`config.mk`:
```
export PLATFORM = sky130hd
export DESIGN_NAME = control_divisor
export DESIGN_NICKNAME = d
export VERILOG_FILES = /design/src/rtl/control_divisor.sv
export SDC_FILE = /design/constraint.sdc
export NUM_CORES = 1
export LEC_CHECK = 0
export ABC_AREA = 1
export CAP_MARGIN = 20
export CELL_PAD_IN_SITES_DETAIL_PLACEMENT = 0
export CELL_PAD_IN_SITES_GLOBAL_PLACEMENT = 2
export CORE_MARGIN = 5
export CORE_UTILIZATION = 20
export CTS_BUF_LIST = sky130_fd_sc_hd__clkbuf_16
export CTS_CLUSTER_SIZE = 25
export DETAILED_ROUTE_END_ITERATION = 6
export GPL_TIMING_DRIVEN = 0
export PLACE_DENSITY = 0.73
export SLEW_MARGIN = 10
export SYNTH_ARGS = -nofsm -noshare
export SYNTH_HDL_FRONTEND = slang
export SYNTH_SLANG_ARGS = --single-unit
```
`constraint.sdc`:
```
create_clock -name clk -period 1.2 [get_ports clk]
set_input_delay 0.18 -clock clk [delete_from_list [all_inputs] [get_ports clk]]
set_output_delay 0.18 -clock clk [all_outputs]
set_load 0.02 [all_outputs]
```
`src/rtl/control_divisor.sv`:
```
// ============================================================================
// Module      : control_divisor
// Description : Sequencer that fetches 64-bit pixel words and steps the byte
//               divisor through four 5-byte windows per word, with row/image
//               completion pulses.
// Revision    : 1.0
// ============================================================================
`default_nettype none

module control_divisor #(
    parameter int PALABRAS_POR_FILA = 2,
    parameter int FILAS             = 4
) (
    input  logic        clk,
    input  logic        reset_n,
    input  logic        iniciar,
    input  logic        palabra_valida,
    input  logic [63:0] palabra,
    output logic        palabra_lista,
    output logic [63:0] datos,
    output logic [1:0]  seleccion,
    output logic        ventana_valida,
    input  logic        ventana_lista,
    output logic        fin_fila,
    output logic        fin_imagen,
    output logic        ocupado
);

    localparam int PW = (PALABRAS_POR_FILA > 1) ? $clog2(PALABRAS_POR_FILA) : 1;
    localparam int FW = (FILAS > 1) ? $clog2(FILAS) : 1;
    localparam logic [PW-1:0] C_ULT_PAL  = PW'(PALABRAS_POR_FILA - 1);
    localparam logic [FW-1:0] C_ULT_FILA = FW'(FILAS - 1);

    localparam logic [1:0] REPOSO = 2'd0;
    localparam logic [1:0] CARGA  = 2'd1;
    localparam logic [1:0] EMITE  = 2'd2;

    logic [1:0]    state_q, state_d;
    logic [63:0]   datos_q, datos_d;
    logic [1:0]    sel_q, sel_d;
    logic [PW-1:0] pal_q, pal_d;
    logic [FW-1:0] fila_q, fila_d;
    logic          fin_fila_q, fin_fila_d;
    logic          fin_imagen_q, fin_imagen_d;

    always_comb begin
        state_d      = state_q;
        datos_d      = datos_q;
        sel_d        = sel_q;
        pal_d        = pal_q;
        fila_d       = fila_q;
        fin_fila_d   = 1'b0;
        fin_imagen_d = 1'b0;
        case (state_q)
            REPOSO: begin
                if (iniciar) begin
                    state_d = CARGA;
                    pal_d   = '0;
                    fila_d  = '0;
                end
            end
            CARGA: begin
                if (palabra_valida) begin
                    datos_d = palabra;
                    sel_d   = 2'd0;
                    state_d = EMITE;
                end
            end
            EMITE: begin
                if (ventana_lista) begin
                    if (sel_q != 2'd3) begin
                        sel_d = sel_q + 2'd1;
                    end else begin
                        // Word exhausted: fetch the next one or close the row/image.
                        state_d = CARGA;
                        if (pal_q == C_ULT_PAL) begin
                            pal_d      = '0;
                            fin_fila_d = 1'b1;
                            if (fila_q == C_ULT_FILA) begin
                                fila_d       = '0;
                                fin_imagen_d = 1'b1;
                                state_d      = REPOSO;
                            end else begin
                                fila_d = fila_q + FW'(1);
                            end
                        end else begin
                            pal_d = pal_q + PW'(1);
                        end
                    end
                end
            end
            default: state_d = REPOSO;
        endcase
    end

    always_ff @(posedge clk or negedge reset_n) begin
        if (!reset_n) begin
            state_q      <= REPOSO;
            datos_q      <= '0;
            sel_q        <= 2'd0;
            pal_q        <= '0;
            fila_q       <= '0;
            fin_fila_q   <= 1'b0;
            fin_imagen_q <= 1'b0;
        end else begin
            state_q      <= state_d;
            datos_q      <= datos_d;
            sel_q        <= sel_d;
            pal_q        <= pal_d;
            fila_q       <= fila_d;
            fin_fila_q   <= fin_fila_d;
            fin_imagen_q <= fin_imagen_d;
        end
    end

    assign palabra_lista  = (state_q == CARGA);
    assign ventana_valida = (state_q == EMITE);
    assign ocupado        = (state_q != REPOSO);
    assign datos          = datos_q;
    assign seleccion      = sel_q;
    assign fin_fila       = fin_fila_q;
    assign fin_imagen     = fin_imagen_q;

endmodule

`default_nettype wire

```
# Word-level counts from Yosys, hierarchy flattened
# Index checks and enable logic that the tools add are counted.
# W data, S select, Z words.
# totals
ff_bits,73
input_bits,69
output_inout_bits,71
wordCells,60
# op_classes
n_reduce_logical,9
addsub,3
n_mux,31
n_eq_ne,10
# ops
cell,n
$mux W2,12
$mux W1,15
$reduce_and A4 Y1,3
$ne A2 B2 Y1 const B,4
$pmux W2 S2,2
$ne A2 B1 Y1 const B,3
$pmux W2 S3,1
$reduce_bool A2 Y1,3
$reduce_and A5 Y1,1
$add A2 B1 Y2 const B,2
$eq A2 B2 Y1 const B,2
$eq A2 B1 Y1 const B,1
$logic_not A2 Y1,1
$pmux W1 S2,1
$reduce_and A2 Y1,1
$add A1 B1 Y1 const B,1

# Longest topological paths before layout
# logic_depth
depth_word,6
depth_mapped,8
mapped_depth_nobuf,7

# Worst setup path after synthesis
# OpenSTA, ideal clock, no wires.
# synth_path
kind,register to register
startpoint,"reg sel_q[0], in the netlist seleccion[0]"
endpoint,reg fila_q[0]
setup_time_ps,117
path_slack_ps,-75
arrival_time_ps,1158
required_time_ps,1083
n_path_buf,0
stages_incl_launch_ff,7
synth_period_minus_slack_ps,1275
path_cell_list,dfrtp_1 -> ha_1 -> nand2_1 -> o21ai_0 -> nand2_1 -> nand2_1 -> nand2_1
# synth_between
elab_chain_len,3
# synth_lines
element,line_no,rtl
"start, declared",40,"logic [1:0] sel_q, sel_d;"
"start signal, assigned",108,sel_q <= sel_d;
$ne A2 B2 Y1,71,if (sel_q != 2'd3) begin
$ne A2 B2 Y1 (no line),n/a,
$reduce_and A5 Y1 (no line),n/a,
"end signal, assigned",110,fila_q <= fila_d;
"end, declared",42,"logic [FW-1:0] fila_q, fila_d;"
# Every way passes these cells.
# A chain may end at the register's enable or synchronous reset.

# Worst setup path after layout
# layout_path
startpoint,reg state_q[0]
endpoint,out palabra_lista
# layout_between
elab_chain_len,1
# layout_lines
element,line_no,rtl
"start, declared",38,"logic [1:0] state_q, state_d;"
"start signal, assigned",106,state_q <= state_d;
$eq A2 B1 Y1,116,assign palabra_lista = (state_q == CARGA);
"end, declared",19,"output logic palabra_lista,"
# Every way passes these cells.

==> reports/metrics.cfg <==
[status]
status=finished, violations left
violations=negative setup slack

[yosys]
syn-cell-area_sq_um=3030
avgSynthCellArea_sq_um=8.69
syn_inst=349
ys_ff_latch=73
yosys.area.top_type=dfrtp_1
seq_area_frac_synth=0.603
synth_top_area_share=0.603
ys_warn_count=0
synth_cell_types=18
ys_top_cells_by_area=dfrtp_1, nand2_1, nand3_1
synth_fp_nets=421

[power_and_ir_drop]
vdd_ir_drop_max_uv=1050
powerDensity_nw_per_um2=2670
p_leak_nw=2.55
power_mw=13.7

[sta]
whs_ns=0.345
timing.slew.headroom=0.684
drv_slew=0
post-route-period-util=1.15
hold_viol_final=0
setup_viol=59
skew_ns=0.00635
period_minus_slack_ns=1.38
rsz0062_at_grt=yes
fmax_mhz=724
finalWorstSetupSlack_ns=-0.181
worst_pin_slew_ns=0.474

[worst_setup_path]
cp.required_ns=1.02
reg2reg_slack_ns=-0.11
slowest_stage=dfrtp_2
max_stage_delay_ns=0.46
crit_path_max_fanout=5
setup.worst_path.start_class=register
arrival_ns=1.20
cp_cell_sequence=inv_4 > nor2_4 > buf_6 > buf_6
end_kind=output port
critPathKind=reg2out
timing.critical_path.mode_cell=buf_6

[route]
drc=0
ant_nets=0
vias=2892
routed_wl_um=9940
first_pass_iters=4
viasPerCell=4.12
drtIter0Drc=141
avgRoutedWirePerCell_um=14.2

[cts]
cts_buffer_depth=2
worstSkewPairLatency_ns=0.33
htree_levels=3
root_buffer=clkbuf_16
cts_tree=done
cts_sinks=73
numCtsBuffers=9
path_clk_slew_ns=0.06

[die]
start_util=0.202
core-area_sq_um=15000
io_pins=140
rows=45
die_y_um=133
die_x_um=133
dieArea_sq_um=17700

[placement]
hpwlAfterDp_um=7120
port_buffers=139
pre_cts_slack_ns=-0.793
place_congestion=0.745

[grt]
track_usage=0.113
overflow=0
grt_max_degree=44
antenna_found_initial=0
grt_pass1_vias=2949
grt_pass1_wl_um=15900

[layout]
layout_common_cells=nand2_1, dfrtp_1, nand3_1
final_layout_size_suffix_gt1_frac=0.251
fillerInstances=1584
nets=581
syn_to_final_growth_pct=70.0
diodes=0
final_common_cell=nand2_1

[worst_hold_path]
hold_path.class=in2async

[job]
cap_violations=0

==> power breakdown <==
| group | internal, mW | switching, mW | total (mW) |
|---|---|---|---|
| logic | 2.72 | 3.69 | 6.41 |
| registers | 3.59 | 0.692 | 4.29 |
| clock network | 2.01 | 1.03 | 3.04 |
==> cell type report <==
class	count	area, sq um	area share
clock buffers	9	225	0.0437
multi-input cells	241	1080	0.210
flip-flops and latches	73	1830	0.355
inverters	13	56.3	0.0109
clock inverters	7	109	0.0211
repair buffers	149	1450	0.281
well taps	188	235	0.0456
plain buffers	22	166	0.0323
==> metal layers <==
metal | part of all wire | track usage | up-vias | routed length [um]
met5 | 0 | 0 | - | 0
met4 | 0.016 | 0.0429 | 0 | 163
met3 | 0.075 | 0.0442 | 11 | 745
met2 | 0.43 | 0.165 | 103 | 4240
met1 | 0.48 | 0.150 | 1346 | 4790
li1 | - | - | 1432 | -
==> what timing repair did <==
item,CTS,global route
resized for setup,241,30
hold buffers,1,0
setup buffers,4,4
endpoints found under the setup margin,140,90
hold endpoints to repair,30,0
pin swaps,1,2
==> critical path: cells and delay by family, from the launching register on <==
family                 cells  cell delay [ns]
and+or+nand+nor            1             0.13
buffers and inverters      3             0.29
DFF                        1             0.46
==> synth_stat cells <==
| master | n |
|---|---|
| buf_4 | 7 |
| o21ai_0 | 2 |
| buf_1 | 1 |
| nand3_1 | 70 |
| a21oi_1 | 1 |
| dfrtp_1 | 73 |
| nand4_1 | 1 |
| nand2_1 | 155 |
| nor2_2 | 2 |
| buf_2 | 9 |
| or2_0 | 1 |
| nor3_1 | 1 |
| nor4_1 | 1 |
| inv_2 | 2 |
| nor2_1 | 4 |
| inv_1 | 11 |
| ha_1 | 3 |
| clkbuf_1 | 5 |
==> metrics by stage <==
step	cells	setup TNS (ns)	cell area [sq um]	util
finish	702	-4.43	5150	0.343
CTS	698	-4.87	5200	0.346
global route	702	-9.12	5150	0.343
floorplan	349	-0.0180	3030	-
detailed placement	677	-40.93	4690	0.312
global placement	676	-252.49	4660	0.310
==> sequential cells by signal, summed over array words and instances, names as in the netlist <==
name        flops
datos          64
fin_imagen      1
seleccion       2
pal_q           1
fila_q          2
state_q         2
fin_fila        1
==> final timing paths <==
kind                                       to         from  cells past startpoint
min in group clk                    datos[36]  palabra[36]                      3
worst min register to register      datos[57]    datos[57]                      2
worst max register to register       datos[2]   state_q[0]                      6
worst max-delay path            palabra_lista   state_q[0]                      4
max in group asynchronous           datos[30]      reset_n                      3
worst min-delay path                 datos[4]      reset_n                      2
==> cell families after synthesis <==
group	after synthesis	synth area share
compound gates	3	0.00495
buf+inv	35	0.0557
simple gates	235	0.324
fa+ha+maj	3	0.0124
flops	73	0.603
Note: power is estimated with default switching activity, not from simulation.
